### src/rtl/rv_ctrl_pkg.sv
// rtl/rv_ctrl_pkg.sv - state encodings and RV32I opcode constants for the multicycle sequencer
package rv_ctrl_pkg;

  typedef enum logic [2:0] {
    ST_IDLE    = 3'd0,
    ST_FETCH   = 3'd1,
    ST_DECODE  = 3'd2,
    ST_EXECUTE = 3'd3,
    ST_MEM     = 3'd4,
    ST_WB      = 3'd5,
    ST_HALT    = 3'd6
  } state_e;

  localparam logic [6:0] OPC_OP     = 7'b0110011;
  localparam logic [6:0] OPC_OP_IMM = 7'b0010011;
  localparam logic [6:0] OPC_LOAD   = 7'b0000011;
  localparam logic [6:0] OPC_STORE  = 7'b0100011;
  localparam logic [6:0] OPC_BRANCH = 7'b1100011;
  localparam logic [6:0] OPC_JAL    = 7'b1101111;
  localparam logic [6:0] OPC_JALR   = 7'b1100111;
  localparam logic [6:0] OPC_LUI    = 7'b0110111;
  localparam logic [6:0] OPC_AUIPC  = 7'b0010111;
  localparam logic [6:0] OPC_SYSTEM = 7'b1110011;

  // SYSTEM is deliberately not "legal" here: it ends execution cleanly instead
  function automatic logic is_legal_op(input logic [6:0] opc);
    case (opc)
      OPC_OP, OPC_OP_IMM, OPC_LOAD, OPC_STORE, OPC_BRANCH,
      OPC_JAL, OPC_JALR, OPC_LUI, OPC_AUIPC: return 1'b1;
      default:                               return 1'b0;
    endcase
  endfunction

endpackage

### src/rtl/mem_wait_timer.sv
// rtl/mem_wait_timer.sv - wait-cycle counter shared by the fetch and data memory phases
module mem_wait_timer #(
  parameter int unsigned MEM_TIMEOUT = 15
) (
  input  logic clock,
  input  logic reset,
  input  logic clear_i,
  input  logic incr_i,
  output logic expired_o
);

  localparam int unsigned CW = (MEM_TIMEOUT < 1) ? 1 : $clog2(MEM_TIMEOUT + 1);
  localparam logic [CW-1:0] TERM = CW'(MEM_TIMEOUT);

  logic [CW-1:0] count_q, count_d;

  // clear dominates; counting saturates at the terminal value
  always_comb begin
    count_d = count_q;
    if (clear_i)
      count_d = '0;
    else if (incr_i && (count_q != TERM))
      count_d = count_q + CW'(1);
  end

  // counter register
  always_ff @(posedge clock or posedge reset) begin
    if (reset) count_q <= '0;
    else       count_q <= count_d;
  end

  assign expired_o = (count_q == TERM);

endmodule

### src/rtl/multicycle_control.sv
// rtl/multicycle_control.sv - multicycle RV32I sequencer with shared memory port arbitration
module multicycle_control
  import rv_ctrl_pkg::*;
#(
  parameter int unsigned COUNT_BITS  = 32,
  parameter int unsigned MEM_TIMEOUT = 15
) (
  input  logic                  clock,
  input  logic                  reset,
  input  logic [6:0]            opcode,
  input  logic                  dec_wEn,
  input  logic                  dec_mem_wEn,
  input  logic                  mem_ready,
  output logic                  mem_req,
  output logic                  mem_addr_sel,
  output logic                  mem_wEn,
  output logic                  ir_wEn,
  output logic                  pc_wEn,
  output logic                  rf_wEn,
  output logic                  halted,
  output logic                  illegal,
  output logic [2:0]            state,
  output logic                  timeout,
  output logic [COUNT_BITS-1:0] instret
);

  state_e                state_q, state_d;
  logic [COUNT_BITS-1:0] instret_q;
  logic                  halted_q, illegal_q, timeout_q;
  logic                  in_wait, wait_expired;
  logic                  is_mem_op, is_store, is_branch;
  logic                  illegal_op, mem_timeout;

  assign is_store   = (opcode == OPC_STORE);
  assign is_mem_op  = (opcode == OPC_LOAD) || is_store;
  assign is_branch  = (opcode == OPC_BRANCH);
  assign in_wait    = (state_q == ST_FETCH) || (state_q == ST_MEM);
  assign mem_timeout = in_wait && !mem_ready && wait_expired;
  assign illegal_op = (state_q == ST_DECODE) && !is_legal_op(opcode) && (opcode != OPC_SYSTEM);

  // Counter sits at zero outside the memory phases, so every entry to FETCH/MEM starts fresh
  mem_wait_timer #(.MEM_TIMEOUT(MEM_TIMEOUT)) u_wait (
    .clock     (clock),
    .reset     (reset),
    .clear_i   (!in_wait || mem_ready),
    .incr_i    (in_wait && !mem_ready),
    .expired_o (wait_expired)
  );

  // state register
  always_ff @(posedge clock or posedge reset) begin
    if (reset) state_q <= ST_IDLE;
    else       state_q <= state_d;
  end

  // next-state logic; mem_ready wins over a coincident timeout
  always_comb begin
    state_d = state_q;
    case (state_q)
      ST_IDLE:    state_d = ST_FETCH;
      ST_FETCH: begin
        if (mem_ready)         state_d = ST_DECODE;
        else if (wait_expired) state_d = ST_HALT;
      end
      ST_DECODE:  state_d = is_legal_op(opcode) ? ST_EXECUTE : ST_HALT;
      ST_EXECUTE: begin
        if (is_mem_op)      state_d = ST_MEM;
        else if (is_branch) state_d = ST_FETCH;
        else                state_d = ST_WB;
      end
      ST_MEM: begin
        if (mem_ready)         state_d = is_store ? ST_FETCH : ST_WB;
        else if (wait_expired) state_d = ST_HALT;
      end
      ST_WB:      state_d = ST_FETCH;
      ST_HALT:    state_d = ST_HALT;
      default:    state_d = ST_IDLE;
    endcase
  end

  // strobe outputs; pc_wEn doubles as the retire strobe
  always_comb begin
    mem_req      = 1'b0;
    mem_addr_sel = 1'b0;
    mem_wEn      = 1'b0;
    ir_wEn       = 1'b0;
    pc_wEn       = 1'b0;
    rf_wEn       = 1'b0;
    case (state_q)
      ST_FETCH: begin
        mem_req = 1'b1;
        ir_wEn  = mem_ready;
      end
      ST_EXECUTE: pc_wEn = is_branch;
      ST_MEM: begin
        mem_req      = 1'b1;
        mem_addr_sel = 1'b1;
        mem_wEn      = dec_mem_wEn && mem_ready;
        pc_wEn       = is_store && mem_ready;
      end
      ST_WB: begin
        rf_wEn = dec_wEn;
        pc_wEn = 1'b1;
      end
      default: ;
    endcase
  end

  // retired-instruction counter (wraps silently) and sticky status flags
  always_ff @(posedge clock or posedge reset) begin
    if (reset) begin
      instret_q <= '0;
      halted_q  <= 1'b0;
      illegal_q <= 1'b0;
      timeout_q <= 1'b0;
    end else begin
      if (pc_wEn)               instret_q <= instret_q + COUNT_BITS'(1);
      if (state_d == ST_HALT)   halted_q  <= 1'b1;
      if (illegal_op)           illegal_q <= 1'b1;
      if (mem_timeout)          timeout_q <= 1'b1;
    end
  end

  assign state   = state_q;
  assign instret = instret_q;
  assign halted  = halted_q;
  assign illegal = illegal_q;
  assign timeout = timeout_q;

endmodule
### config.mk
export PLATFORM = sky130hd
export DESIGN_NAME = multicycle_control
export DESIGN_NICKNAME = d
export VERILOG_FILES = /design/src/rtl/rv_ctrl_pkg.sv /design/src/rtl/mem_wait_timer.sv /design/src/rtl/multicycle_control.sv
export SDC_FILE = /design/constraint.sdc
export NUM_CORES = 1
export LEC_CHECK = 0
export BUFFER_PORTS_ARGS = -buffer_cell sky130_fd_sc_hd__buf_4
export CAP_MARGIN = 20
export CORE_UTILIZATION = 35
export CTS_CLUSTER_DIAMETER = 80
export CTS_CLUSTER_SIZE = 14
export DETAILED_ROUTE_END_ITERATION = 12
export GPL_TIMING_DRIVEN = 0
export REMOVE_ABC_BUFFERS = 1
export SLEW_MARGIN = 20
export SYNTH_ARGS = -nofsm -noshare
export SYNTH_HDL_FRONTEND = slang
export SYNTH_SLANG_ARGS = --single-unit
### constraint.sdc
create_clock -name clock -period 2.1 [get_ports clock]
set_input_delay 0.315 -clock clock [delete_from_list [all_inputs] [get_ports clock]]
set_output_delay 0.315 -clock clock [all_outputs]
set_load 0.03 [all_outputs]
==> Word-level counts from Yosys, hierarchy flattened <==
Cells that the tools add are included.
{ "totals": {"latch_bits": 0, "mem_bits_ro": 0, "register_bits": 42, "in_bits": 12, "output_inout_bits": 44, "ram_bits": 0, "n_memories": 0, "elab_cells": 63} }
{ "classes": {"eq_ne": 19, "reduce_logical": 18, "muxes": 18, "add_sub_neg": 2, "magnitude_cmp": 0, "div_mod_pow": 0, "n_bitwise": 0, "shifts": 0, "n_mul": 0} }
{ "op_table": {"columns": ["op", "count"], "rows": [
  ["32-bit by 1-bit adder with 32-bit output (second input constant)", 1],
  ["7-bit by 6-bit == test with 1-bit output (second input constant)", 3],
  ["7-bit == test (second input constant)", 3],
  ["3-bit 2-to-1 mux", 7],
  ["3-bit case mux with 6 select lines", 1],
  ["7-bit by 5-bit == test with 1-bit output (second input constant)", 2],
  ["3-bit == test (second input constant)", 4],
  ["9-bit OR reduction", 1],
  ["4-bit 2-to-1 mux", 2],
  ["7-bit by 2-bit == test with 1-bit output (second input constant)", 1],
  ["1-bit logical AND", 7],
  ["1-bit 2-to-1 mux", 7],
  ["7-bit != test (second input constant)", 1],
  ["3-bit by 2-bit == test with 1-bit output (second input constant)", 2],
  ["4-bit by 1-bit adder with 4-bit output (second input constant)", 1],
  ["4-bit == test (second input constant)", 1],
  ["4-bit != test (second input constant)", 1],
  ["2-bit OR reduction", 2],
  ["3-bit by 1-bit == test with 1-bit output (second input constant)", 1],
  ["1-bit logical NOT", 3],
  ["3-bit logical NOT", 1],
  ["1-bit logical OR", 3],
  ["1-bit case mux with 3 select lines", 1],
  ["2-bit nonzero test", 1]
]} }

==> Logic depth before layout (Yosys ltp) <==
{ "logic_depth": {"depth_word": 7, "ltp_mapped": 7, "depth_no_buf": 6} }

==> By module <==
A second synthesis with hierarchy kept.
{ "hier_totals": {"cells_unflattened": 216, "area_unflattened_um2": 2323.5} }
{ "by_module_without_submodules": {"columns": ["mod", "area_each_um2", "cells_per_inst", "n_inst", "seq_area_each_um2"], "rows": [
  ["multicycle_control", 2090.8, 195, 1, 950.9],
  ["mem_wait_timer", 232.7, 21, 1, 100.1]
]} }

==> Worst setup path after synthesis <==
No wires, ideal clock.
{ "synth_path": {"kind": "reg2out", "startpoint": "register state_q[1], in the netlist state[1]", "endpoint": "output mem_wEn", "arrival_time_ns": 1.754, "n_path_buf": 1, "stages_incl_launch_ff": 5, "path_slack_ns": 0.031, "required_ns": 1.785, "path_cell_list": "dfrtp_1 -> clkbuf_1 -> nand2b_1 -> nor2_1 -> and3_1"} }
{ "synth_between": {"elab_chain_cells": 2} }
{ "synth_lines": {"columns": ["item", "line", "text"], "rows": [
  ["start: declaration", "multicycle_control.sv:27", "state_e state_q, state_d;"],
  ["start signal: assignment", "multicycle_control.sv:53", "else state_q <= state_d;"],
  ["3-bit == test", "multicycle_control.sv:89", "case (state_q)"],
  ["1-bit 2-to-1 mux", "multicycle_control.sv:89", null],
  ["end: declaration", "multicycle_control.sv:16", "output logic mem_wEn,"]
]} }
Every way passes these cells.

==> Worst setup path in the final report <==
{ "layout_path": {"startpoint": "register state_q[2], in the netlist state[2]", "endpoint": "output pc_wEn"} }
{ "layout_between": {"elab_chain_cells": 2, "elab_cells_between_ends": 4, "classes_between": "eq/ne: 3; mux: 1"} }
{ "layout_lines": {"columns": ["item", "line", "text"], "rows": [
  ["3-bit == test / 3-bit by 2-bit == test with 1-bit output (equally long branches)", "multicycle_control.sv:89", null],
  ["1-bit case mux with 3 select lines *", "multicycle_control.sv:89", null],
  ["end: declaration", "multicycle_control.sv:18", "output logic pc_wEn,"]
]} }
Mark *: on every way between the ends. The rest lies on a longest branch, timed or not.

==> impl_metrics.ini <==
[setup_path]
endpoint = pc_wEn
critPathMaxFanout = 8
crit_type = register to output port
critPathRequiredTime_ns = 1.78
timing.rr.start = instret[3]$_DFFE_PP0P_
critPathLaunch = state[2]$_DFF_PP0_
reg2reg_depth = 5
cp-end-kind = output port
r2r-end = instret[26]$_DFFE_PP0P_
crit_arrival_ns = 1.68
reg2reg_slack_ns = 0.15
worstSetupStartpointType = register

[power_and_ir_drop]
pwr_density_cell_nw_per_um2 = 942
swShare = 0.407
leakagePower_nw = 1.40
ir_worst_vdd_uv = 615
switching_power_w = 0.00110
pwr-share-comb = 0.437
clockPowerShare = 0.182
seqPwrFrac = 0.382
p_int_w = 0.00161

[clock_network]
cts_buffer_depth = 2
clk_pin_slew_worst_paths_ns = 0.08
cts_tree = done
htreeDepth = 2
cts_sinks = 42
cts_root_buffer = clkbuf_8
worstSkewPairLatency_ns = 0.29
numCtsBuffers = 5

[sta]
fin_ws_ns = 0.104
finalHoldViolations = 0
worstMarginPinSlew_ns = 0.665
timing.fmax_mhz = 501
fin_crit_sh = 0.950
fin_skew_ns = 0.00821
final_max_slew_viol_count = 0
period_needed_ns = 2.00
final-setup-viol-count = 0
rsz0062_at_grt = no
maxSlewHeadroom = 0.554
fin_tns_setup_ns = 0

[cells_and_area]
seqCellArea_um2 = 1050
stdcell_count = 352
drive_gt1_frac = 0.339
n_fill_cell = 597
utilization = 0.478
syn_to_final_growth_pct = 29.6
num_antenna_cells = 0
multiInputGateArea_um2 = 1110
fin_nets = 291

[synth]
synthFlopType = dfrtp_1
ys.warnings.count = 0
synthArstFlopShare = 1.00
postSynthCellCount = 210
synth_area_um2 = 2220
postSynthAreaPerCell_um2 = 10.6
ys_top_cells_by_area = dfrtp_1 (47%), xor2_1 (7.1%), xnor2_1 (5.9%)
synth_top_area_cell = dfrtp_1
synth_common_cells = dfrtp_1 (42), nor2_1 (19), xor2_1 (18), nor3_1 (16), xnor2_1 (15)
yosysTopAreaCellShare = 0.473
yosysUniqueCellTypes = 50
ys_ff_latch = 42
synth_edf_count = 0
ys_seq_area_frac = 0.473
yosysMostFrequentCell = dfrtp_1

[floorplanning]
start_util = 0.369
die_w_um = 81.7
placementRows = 28
ioPinCount = 56
die_area_um2 = 6670
die_y_um = 81.7
core_area_um2 = 6030

[run]
maxCapViolations = 0

[detailed_routing]
ant_nets = 0
drt-pass1-iter-count = 4
routed_wl_um = 4880
route.detailed.drc = 0
vias = 1812
via_per_inst = 5.15
drt-initial-drc-count = 42
wl_per_cell_um = 13.9

[placement]
place.gp.congestion = 0.733
dp_slack_ns = -0.133
port_buffers = 55
place_inst = 336
hpwl_um = 3490

[grt]
grt_pass1_wl_um = 7980
grt-ovfl-total = 0
gr-usage-all-layers = 0.157
grt_pass1_vias = 1674
antenna_found_initial = 0
grt_max_degree = 23

[min_path]
hold_path_class = primary input to asynchronous set/reset pin

[outcome]
status = finished, final reports clean
[timing repair]
action | 4_1_cts | 5_1_grt
endpoints found under the setup margin | 1 | 1
hold buffers | 0 | 0
gates resized for setup | 3 | 1
setup buffers | 1 | 8
[logic make-up (layout without fill, tap and decap cells)]
group	Yosys count	in the layout	synth area share
simple gates	99	99	0.275
flops	42	42	0.473
xor+xnor	33	33	0.130
compound gates	20	20	0.0794
buf+inv	13	80	0.0259
fa+ha+maj	2	2	0.0113
mux	1	1	0.00451
[flip-flops by register name (all words and copies together) (netlist names)]
name / count
timeout: 1
state: 3
u_wait.count_q: 4
halted: 1
instret: 32
illegal: 1
[cell type report]
class	count	area share
Inverter	8	0.0104
Multi-Input combinational cell	155	0.387
Clock buffer	5	0.0239
Clock inverter	2	0.00348
Tap cell	75	0.0326
Timing Repair Buffer	65	0.176
Sequential cell	42	0.366
[worst min-delay path by stage]
stage	end	slack [ns]	cells past startpoint
finish	instret[3]$_DFFE_PP0P_	0.04	2
CTS	instret[10]$_DFFE_PP0P_	0.06	2
floorplan	illegal$_DFFE_PP0P_	0.54	2
global route	instret[26]$_DFFE_PP0P_	0.08	2
detailed placement	instret[8]$_DFFE_PP0P_	0.38	2
global placement	halted$_DFFE_PP0N_	0.45	1
[metrics by stage]
step | hold WS, ns | instance area (um^2) | power (W)
after floorplan | 0.540 | 2190 | 0.00174
after global placement | 0.448 | 2700 | 0.00210
after detailed placement | 0.381 | 2730 | 0.00211
after CTS | 0.0597 | 2820 | 0.00263
after global routing | 0.0806 | 2880 | 0.00287
final | 0.0445 | 2880 | 0.00271
[critical path, stage by stage, from the launching register on]
cell	delay, ns
dfrtp_2	0.43
nor4bb_1	0.28
and3_2	0.28
a21oi_4	0.05
inv_2	0.16
buf_4	0.19
[layer usage]
layer,share of wire,vias up,global-route usage
met3,0.050,6,0.0356
met1,0.49,877,0.213
met5,0,-,0
met4,0.0092,0,0.0421
met2,0.45,43,0.252
li1,-,886,-
[layout by cell type (no fill, tap or decap), types with 2 or more instances in the layout]
master    netlist  final
inv_1           7      6
xor2_1         18     18
a41o_1          2      2
nand4_1         7      7
a31oi_1         2      2
xnor2_1        15     15
inv_2           1      2
nand3_1        10     10
a21oi_1         2      2
ha_1            2      2
buf_4           0     64
clkbuf_8        0      5
nand2_1        14     14
clkinv_2        0      2
dfrtp_1        42     39
nor4_2          2      2
nor3b_1         3      3
nor4b_2         3      3
nor2_1         19     19
nand3_2         2      2
dfrtp_2         0      3
and3_1          4      3
nor3_1         16     16
nand4b_1        2      2
nand2b_1        6      6
[power by group through the flow]
| stage | Clock (W) | Combinational, W | Sequential [W] |
|---|---|---|---|
| after floorplan | 0 | 0.000500 | 0.00124 |
| after global placement | 0 | 0.000999 | 0.00110 |
| after detailed placement | 0 | 0.00101 | 0.00110 |
| after CTS | 0.000506 | 0.00103 | 0.00109 |
| after global routing | 0.000539 | 0.00128 | 0.00105 |
| final | 0.000492 | 0.00118 | 0.00103 |
(Power assumes the default switching activity.)
